===== src/rtl/fpu_dp_result_stage.sv =====
// Output stage for the double-precision add/sub datapath: classifies each result on capture,
// queues it in a small FIFO for writeback and keeps software-clearable sticky exception flags.
module fpu_dp_result_stage #(
    parameter int unsigned DATA_W = 64,
    parameter int unsigned DEPTH  = 4
) (
    input  logic                       clk,
    input  logic                       rst,
    input  logic                       in_valid,
    output logic                       in_ready,
    input  logic [DATA_W-1:0]          in_result,
    input  logic                       in_overflow,
    input  logic                       in_underflow,
    output logic                       out_valid,
    input  logic                       out_ready,
    output logic [DATA_W-1:0]          out_result,
    output logic [4:0]                 out_flags,
    output logic [4:0]                 sticky_flags,
    input  logic                       sticky_clear,
    output logic [$clog2(DEPTH):0]     count
);

    localparam int unsigned PTR_W = $clog2(DEPTH);
    localparam int unsigned CNT_W = PTR_W + 1;
    localparam logic [CNT_W-1:0] FULL_CNT = CNT_W'(DEPTH);

    logic [DATA_W-1:0] data_q  [DEPTH];
    logic [DATA_W-1:0] data_d  [DEPTH];
    logic [4:0]        flags_q [DEPTH];
    logic [4:0]        flags_d [DEPTH];
    logic [PTR_W-1:0]  wr_ptr_q, wr_ptr_d;
    logic [PTR_W-1:0]  rd_ptr_q, rd_ptr_d;
    logic [CNT_W-1:0]  count_q, count_d;
    logic [4:0]        sticky_q, sticky_d;

    logic       push, pop;
    logic [10:0] exp_field;
    logic       man_zero, exp_ones, exp_zero;
    logic [4:0] push_flags;

    // Readiness comes from registered occupancy only, so out_ready never reaches in_ready.
    assign in_ready  = (count_q != FULL_CNT);
    assign out_valid = (count_q != '0);
    assign push      = in_valid & in_ready;
    assign pop       = out_valid & out_ready;

    assign exp_field  = in_result[62:52];
    assign man_zero   = (in_result[51:0] == '0);
    assign exp_ones   = (exp_field == 11'h7FF);
    assign exp_zero   = (exp_field == 11'h000);
    // Datapath flags are kept verbatim alongside the class bits; sign is ignored.
    assign push_flags = {in_overflow, in_underflow, exp_ones & ~man_zero,
                         exp_ones & man_zero, exp_zero & man_zero};

    always_comb begin
        data_d   = data_q;
        flags_d  = flags_q;
        wr_ptr_d = wr_ptr_q;
        rd_ptr_d = rd_ptr_q;
        count_d  = count_q;
        sticky_d = (sticky_clear ? 5'b0 : sticky_q) | (push ? push_flags : 5'b0);

        if (push) begin
            data_d[wr_ptr_q]  = in_result;
            flags_d[wr_ptr_q] = push_flags;
            wr_ptr_d          = wr_ptr_q + PTR_W'(1);
        end
        if (pop) begin
            rd_ptr_d = rd_ptr_q + PTR_W'(1);
        end
        if (push && !pop) begin
            count_d = count_q + CNT_W'(1);
        end else if (pop && !push) begin
            count_d = count_q - CNT_W'(1);
        end
    end

    always_ff @(posedge clk) begin
        if (rst) begin
            for (int i = 0; i < DEPTH; i++) begin
                data_q[i]  <= '0;
                flags_q[i] <= '0;
            end
            wr_ptr_q <= '0;
            rd_ptr_q <= '0;
            count_q  <= '0;
            sticky_q <= '0;
        end else begin
            data_q   <= data_d;
            flags_q  <= flags_d;
            wr_ptr_q <= wr_ptr_d;
            rd_ptr_q <= rd_ptr_d;
            count_q  <= count_d;
            sticky_q <= sticky_d;
        end
    end

    assign out_result   = data_q[rd_ptr_q];
    assign out_flags    = flags_q[rd_ptr_q];
    assign sticky_flags = sticky_q;
    assign count        = count_q;

endmodule


===== config.mk =====
export PLATFORM = sky130hd
export DESIGN_NAME = fpu_dp_result_stage
export DESIGN_NICKNAME = d
export VERILOG_FILES = /design/src/rtl/fpu_dp_result_stage.sv
export SDC_FILE = /design/constraint.sdc
export NUM_CORES = 1
export LEC_CHECK = 0
export ABC_AREA = 1
export ABC_CLOCK_PERIOD_IN_PS = 1750
export BUFFER_PORTS_ARGS = -buffer_cell sky130_fd_sc_hd__buf_2
export CORE_UTILIZATION = 53
export DETAILED_ROUTE_END_ITERATION = 6
export GPL_TIMING_DRIVEN = 0
export PLACE_DENSITY = 0.75
export SYNTH_ARGS = -nofsm -noshare
export SYNTH_HDL_FRONTEND = slang
export SYNTH_SLANG_ARGS = --single-unit

===== constraint.sdc =====
create_clock -name clk -period 1.75 [get_ports clk]
set_input_delay 0.0875 -clock clk [delete_from_list [all_inputs] [get_ports clk]]
set_output_delay 0.0875 -clock clk [all_outputs]
set_load 0.005 [all_outputs]

# After elaboration in Yosys (flattened, before gate mapping)
# Index checks and enable logic that the tools add are counted.
# totals
register_bits,288
input_bits,71
out_inout_bits,79
word_cells,55
# classes
n_addsub,4
order_cmp,3
eq_ne,2
muxes,16
n_bitwise,9
n_reduce_logical,9
# op_table
op,n
$bwmux W256,1
$mux W64,3
$bmux W64 S2,1
$demux W64 S2,1
$logic_not A52 Y1,1
$mux W5,5
$bwmux W20,1
$eq A11 B11 Y1 const B,1
$logic_not A11 Y1,1
$bmux W5 S2,1
$demux W5 S2,1
$ge A3 B3 Y1 const B,2
$mux W3,2
$not A2 Y3,2
$and A1 B1 Y1,5
$or A5 B5 Y5,1
$add A2 B1 Y2 const B,2
$add A3 B1 Y3 const B,1
$logic_and A1 B1 Y1,3
$lt A3 B1 Y1 const B,1
$ne A3 B3 Y1 const B,1
$reduce_bool A3 Y1,1
$sub A3 B1 Y3 const B,1
$logic_not A1 Y1,2
other kinds (2),2

# Longest topological paths before layout
# logic_depth
word_depth,6
ltp_mapped,12
mapped_depth_nobuf,12

# Least setup slack after synthesis
# OpenSTA, ideal clock, no wires.
# synth_timing
path_kind,reg-to-reg
startpoint,register count_q[1] (netlist: count[1])
endpoint,register count_q[2] (netlist: count[2])
setup_ns,0.070
t_arrival_ns,1.720
required_ns,1.680
slack_ns,-0.040
path_stages_with_launch,13
path_buffers,0
period_less_slack_ns,1.790
cell_sequence,dfxtp_1 -> inv_2 -> nand3_4 -> nand2_8 -> inv_1 -> ha_1 -> inv_1 -> fa_1 -> nor2_1 -> nor2_1 -> nand2_1 -> o21ai_0 -> a21oi_1
# synth_via
elab_chain_len,5
elab_cells_between_ends,13
classes_between,add/sub: 2; eq/ne: 1; mux: 2; bitwise: 2; reduce/logical: 6
# synth_lines
element,line,text
from (decl),33,"logic [CNT_W-1:0] count_q, count_d;"
from (signal assigned),93,count_q <= count_d;
$ne A3 B3 Y1 *,42,assign in_ready = (count_q != FULL_CNT);
net in_ready,10,"output logic in_ready,"
$and A1 B1 Y1 *,44,assign push = in_valid & in_ready;
net push,36,"logic push, pop;"
$logic_not A1 Y1,73,end else if (pop && !push) begin
$logic_and A1 B1 Y1,73,
$reduce_bool A2 Y1 (no line),--,
# Mark *: on every way through the listed nets, which the timed path passes. The rest lies on a longest branch. The select of a mux whose other input is x is not followed.
# A chain may end at the register's enable or synchronous reset.

# Worst setup path after layout
# layout_timing
startpoint,register rd_ptr_q[0]
endpoint,output out_result[46]
# layout_via
elab_chain_len,4
# layout_lines
element,line,text
from (decl),32,"logic [PTR_W-1:0] rd_ptr_q, rd_ptr_d;"
from (signal assigned),92,rd_ptr_q <= rd_ptr_d;
$not A2 Y3 (not written as such),98,assign out_result = data_q[rd_ptr_q];
$bmux W64 S2,98,
$mux W64 (not written as such) (2 in series),98,
to (decl),16,"output logic [DATA_W-1:0] out_result,"
# No other way between the ends. The select of a mux whose other input is x is not followed.

==> qor.csv <==
stage;metric;value;unit
cells_and_area;fin_cells;2330;
setup_path;critPathKind;register to output port;
clock_network;clock-sinks;288;
timing;rsz0062_at_grt;yes;
setup_path;cp.arrival;1.87;ns
timing;hold-worst-slack;0.334;ns
placed_design;gp_congestion;0.887;
yosys;synthTopCellsByArea;dfxtp_1, nor2_1, o21ai_0;
grt;groute.usage.overall;0.330;
yosys;synth_top_area_frac;0.465;
grt;use_met2;0.560;
run;drv_cap;0;
setup_path;endpoint_kind;output port;
cells_and_area;drive_gt1_frac;0.254;
clock_network;clk_latency;0.56;ns
route;drtAntennaViolNets;0;
route;drt-initial-drc-count;1294;
grt;use_met1;0.425;
clock_network;cts-root-buf;clkbuf_16;
outcome;violations;setup timing;
setup_path;cpMaxStageDelayCell;dfxtp_4;
timing;setup-violations-final;69;
floorplan;initial_utilization;0.544;
setup_path;cp.buffers_inverters;4;
cells_and_area;fin_nets;2069;
grt;grt_max_degree;15;
worst_hold_path;hp-class;input port to register;
grt;grt_overflow_total;0;
floorplan;core-area;0.0228;mm2
setup_path;path_cells;buf_12 > buf_12 > clkbuf_16 > nor2_2 > o22ai_1 > buf_2;
setup_path;cp_slowest_stage_delay;0.46;ns
route;drc;0;
setup_path;path_max_fanout;7;
cells_and_area;final_util;0.748;
clock_network;path_clk_slew;0.07;ns
timing;relSlewSlack;0.619;
route;wl_per_cell;18.5;um
floorplan;row_count;55;
setup_path;cpMostUsedCell;buf_12;
timing;fin_skew;0.0119;ns
yosys;synthCells;1713;
power_and_ir_drop;p_leak;7.50;nW
grt;grt_pass1_vias;12300;
floorplan;die-area;0.0240;mm2
grt;grt_first_pass_wirelength;63400;um
floorplan;die_w;155;um
placed_design;dp.cells;2175;
setup_path;crit_required;1.66;ns
placed_design;placed_area;0.0135;mm2
setup_path;worst_setup_path_start_kind;register;
cells_and_area;multiInputGateArea;0.00651;mm2
cells_and_area;seq_area;0.00578;mm2
floorplan;ioPinCount;150;
cells_and_area;area_growth_syn_to_layout;37.5;%
timing;slew_violations;0;
yosys;yosysWarningCount;0;
setup_path;crit_family;buffers and inverters;
power_and_ir_drop;p_per_area;1410;mW/mm2
power_and_ir_drop;max-vdd-ir-drop;1080;uV
timing;worst_slew_pin_slew;0.572;ns
timing;layout_setup_ws;-0.208;ns
timing;hold_viol_final;0;
cells_and_area;final_cell_area;0.0170;mm2
yosys;synth_seq_cells;288;
yosys;seq_area_frac_synth;0.465;
route;vias;13500;
placed_design;port_buffers;149;
grt;met3_usage;0.0532;
timing;max_freq;511;MHz
timing;min_period;1.96;ns
yosys;yosysUniqueCellTypes;26;
grt;antenna_found_initial;0;
yosys;synth_area_per_cell;7.24;um2
grt;grt-busiest-layer;met2;
yosys;syn-num-nets;1790;
clock_network;cts_buffer_depth;3;
outcome;status;finished with violations;
timing;setup_tns;-7.98;ns
timing;finalCritPeriodShare;1.12;
clock_network;h-tree-depth;1;
clock_network;cts_tree;built;
yosys;yosys.area.top_type;dfxtp_1;
cells_and_area;n_fill_cell;1647;
route;wl;43200;um
placed_design;dp_hpwl;26200;um
clock_network;cts_buffers;30;
floorplan;die_y;155;um
route;vias_per_cell;5.78;
yosys;synth_area;0.0124;mm2
route;dr.pass1.iters;6;
[cell usage after synthesis]
cell and instances:
a21oi_1 34, a21oi_2 2, and2_0 1, buf_1 1, buf_2 20, buf_4 12
buf_6 41, clkbuf_1 61, dfxtp_1 288, fa_1 1, ha_1 5, inv_1 14
inv_2 7, nand2_1 43, nand2_8 1, nand3_1 3, nand3_2 2, nand3_4 1
nand4_1 6, nor2_1 682, nor2_2 2, nor2_4 4, nor3_2 1, o21ai_0 408
o21ai_1 4, o22ai_1 69
[path summary, 6_finish.rpt]
| check | slack [ns] | startpoint | endpoint | depth (start not counted) |
|---|---|---|---|---|
| worst max-delay path | -0.21 | rd_ptr_q[0]$_SDFFE_PP0P_ | out_result[46] | 6 |
| worst min-delay path | 0.33 | rst | flags_q[4]$_SDFFE_PP0P_ | 3 |
| worst max register to register | 0.05 | count[0]$_SDFFE_PP0P_ | data_q[255]$_SDFFE_PP0P_ | 9 |
| worst min register to register | 0.48 | flags_q[8]$_SDFFE_PP0P_ | flags_q[8]$_SDFFE_PP0P_ | 2 |
[power breakdown]
group	switching (W)	total, W	internal, W
logic	0.00502	0.00898	0.00396
clock network	0.00273	0.00689	0.00416
registers	0.000611	0.00809	0.00748
total	0.00836	0.0240	0.0156
[kinds of logic (layout without fill, tap and decap cells)]
group           Yosys count  in the layout  share of synthesized area
compound gates          517            517                      0.216
other cells               0              1                          0
simple gates            746            746                      0.234
fa+ha+maj                 6              6                    0.00666
flops                   288            288                      0.465
buf+inv                 156            459                     0.0777
[through the flow]
stage | setup WS, ns | total power, W
floorplan | 0.0125 | 0.0117
global placement | -0.130 | 0.0140
detailed placement | -0.162 | 0.0141
CTS | -0.138 | 0.0218
global route | -0.203 | 0.0249
finish | -0.208 | 0.0240
[tightest hold or removal path: cells and delay by family]
family / cells / cell delay (ns)
buffers and inverters: 2 / 0.71
AOI/OAI and AO/OA: 1 / 0.06
[sequential cells by signal, summed over array words and instances, names as in the netlist]
name	count
count	3
data_q	256
flags_q	20
rd_ptr_q	2
sticky_flags	5
wr_ptr_q	2
[placed cells by master (no fill, tap or decap), drive strengths merged]
cell,synthesis,layout
o21ai,412,412
nand3,6,6
inv,21,22
nand2,44,44
clkinv,0,6
and2,1,1
clkbuf,61,93
fa,1,1
bufinv,0,4
ha,5,5
diode,0,1
nor2,688,688
a21oi,36,36
dlygate4sd3,0,73
nand4,6,6
buf,74,261
nor3,1,1
o22ai,69,69
dfxtp,288,288
[cell type report]
type / instances / share of cell area
antenna: 1 / 0.000147
buffer: 135 / 0.0761
clock buffer: 45 / 0.0533
clock inverter: 11 / 0.00932
inverter: 21 / 0.00609
multi-input combinational: 1269 / 0.382
sequential: 288 / 0.339
tap: 313 / 0.0230
timing repair buffer: 247 / 0.111
[metal layers]
metal / up-vias / part of all wire / wire [um]
met4: 0 / 0.036 / 1560
li1: 6241 / - / -
met1: 6377 / 0.40 / 17300
met2: 713 / 0.47 / 20400
met3: 131 / 0.090 / 3900
met5: - / 0 / 0
[timing repair]
item                                    in CTS  in global routing
hold buffers                                73                  0
resized for setup                          174                294
endpoints found under the setup margin      71                 75
buffers inserted                             2                 10
endpoints found under the hold margin      271                  0
pin swaps                                   13                 66
cloned                                       2                 11
No activity file was read; power rests on OpenSTA's default activity.
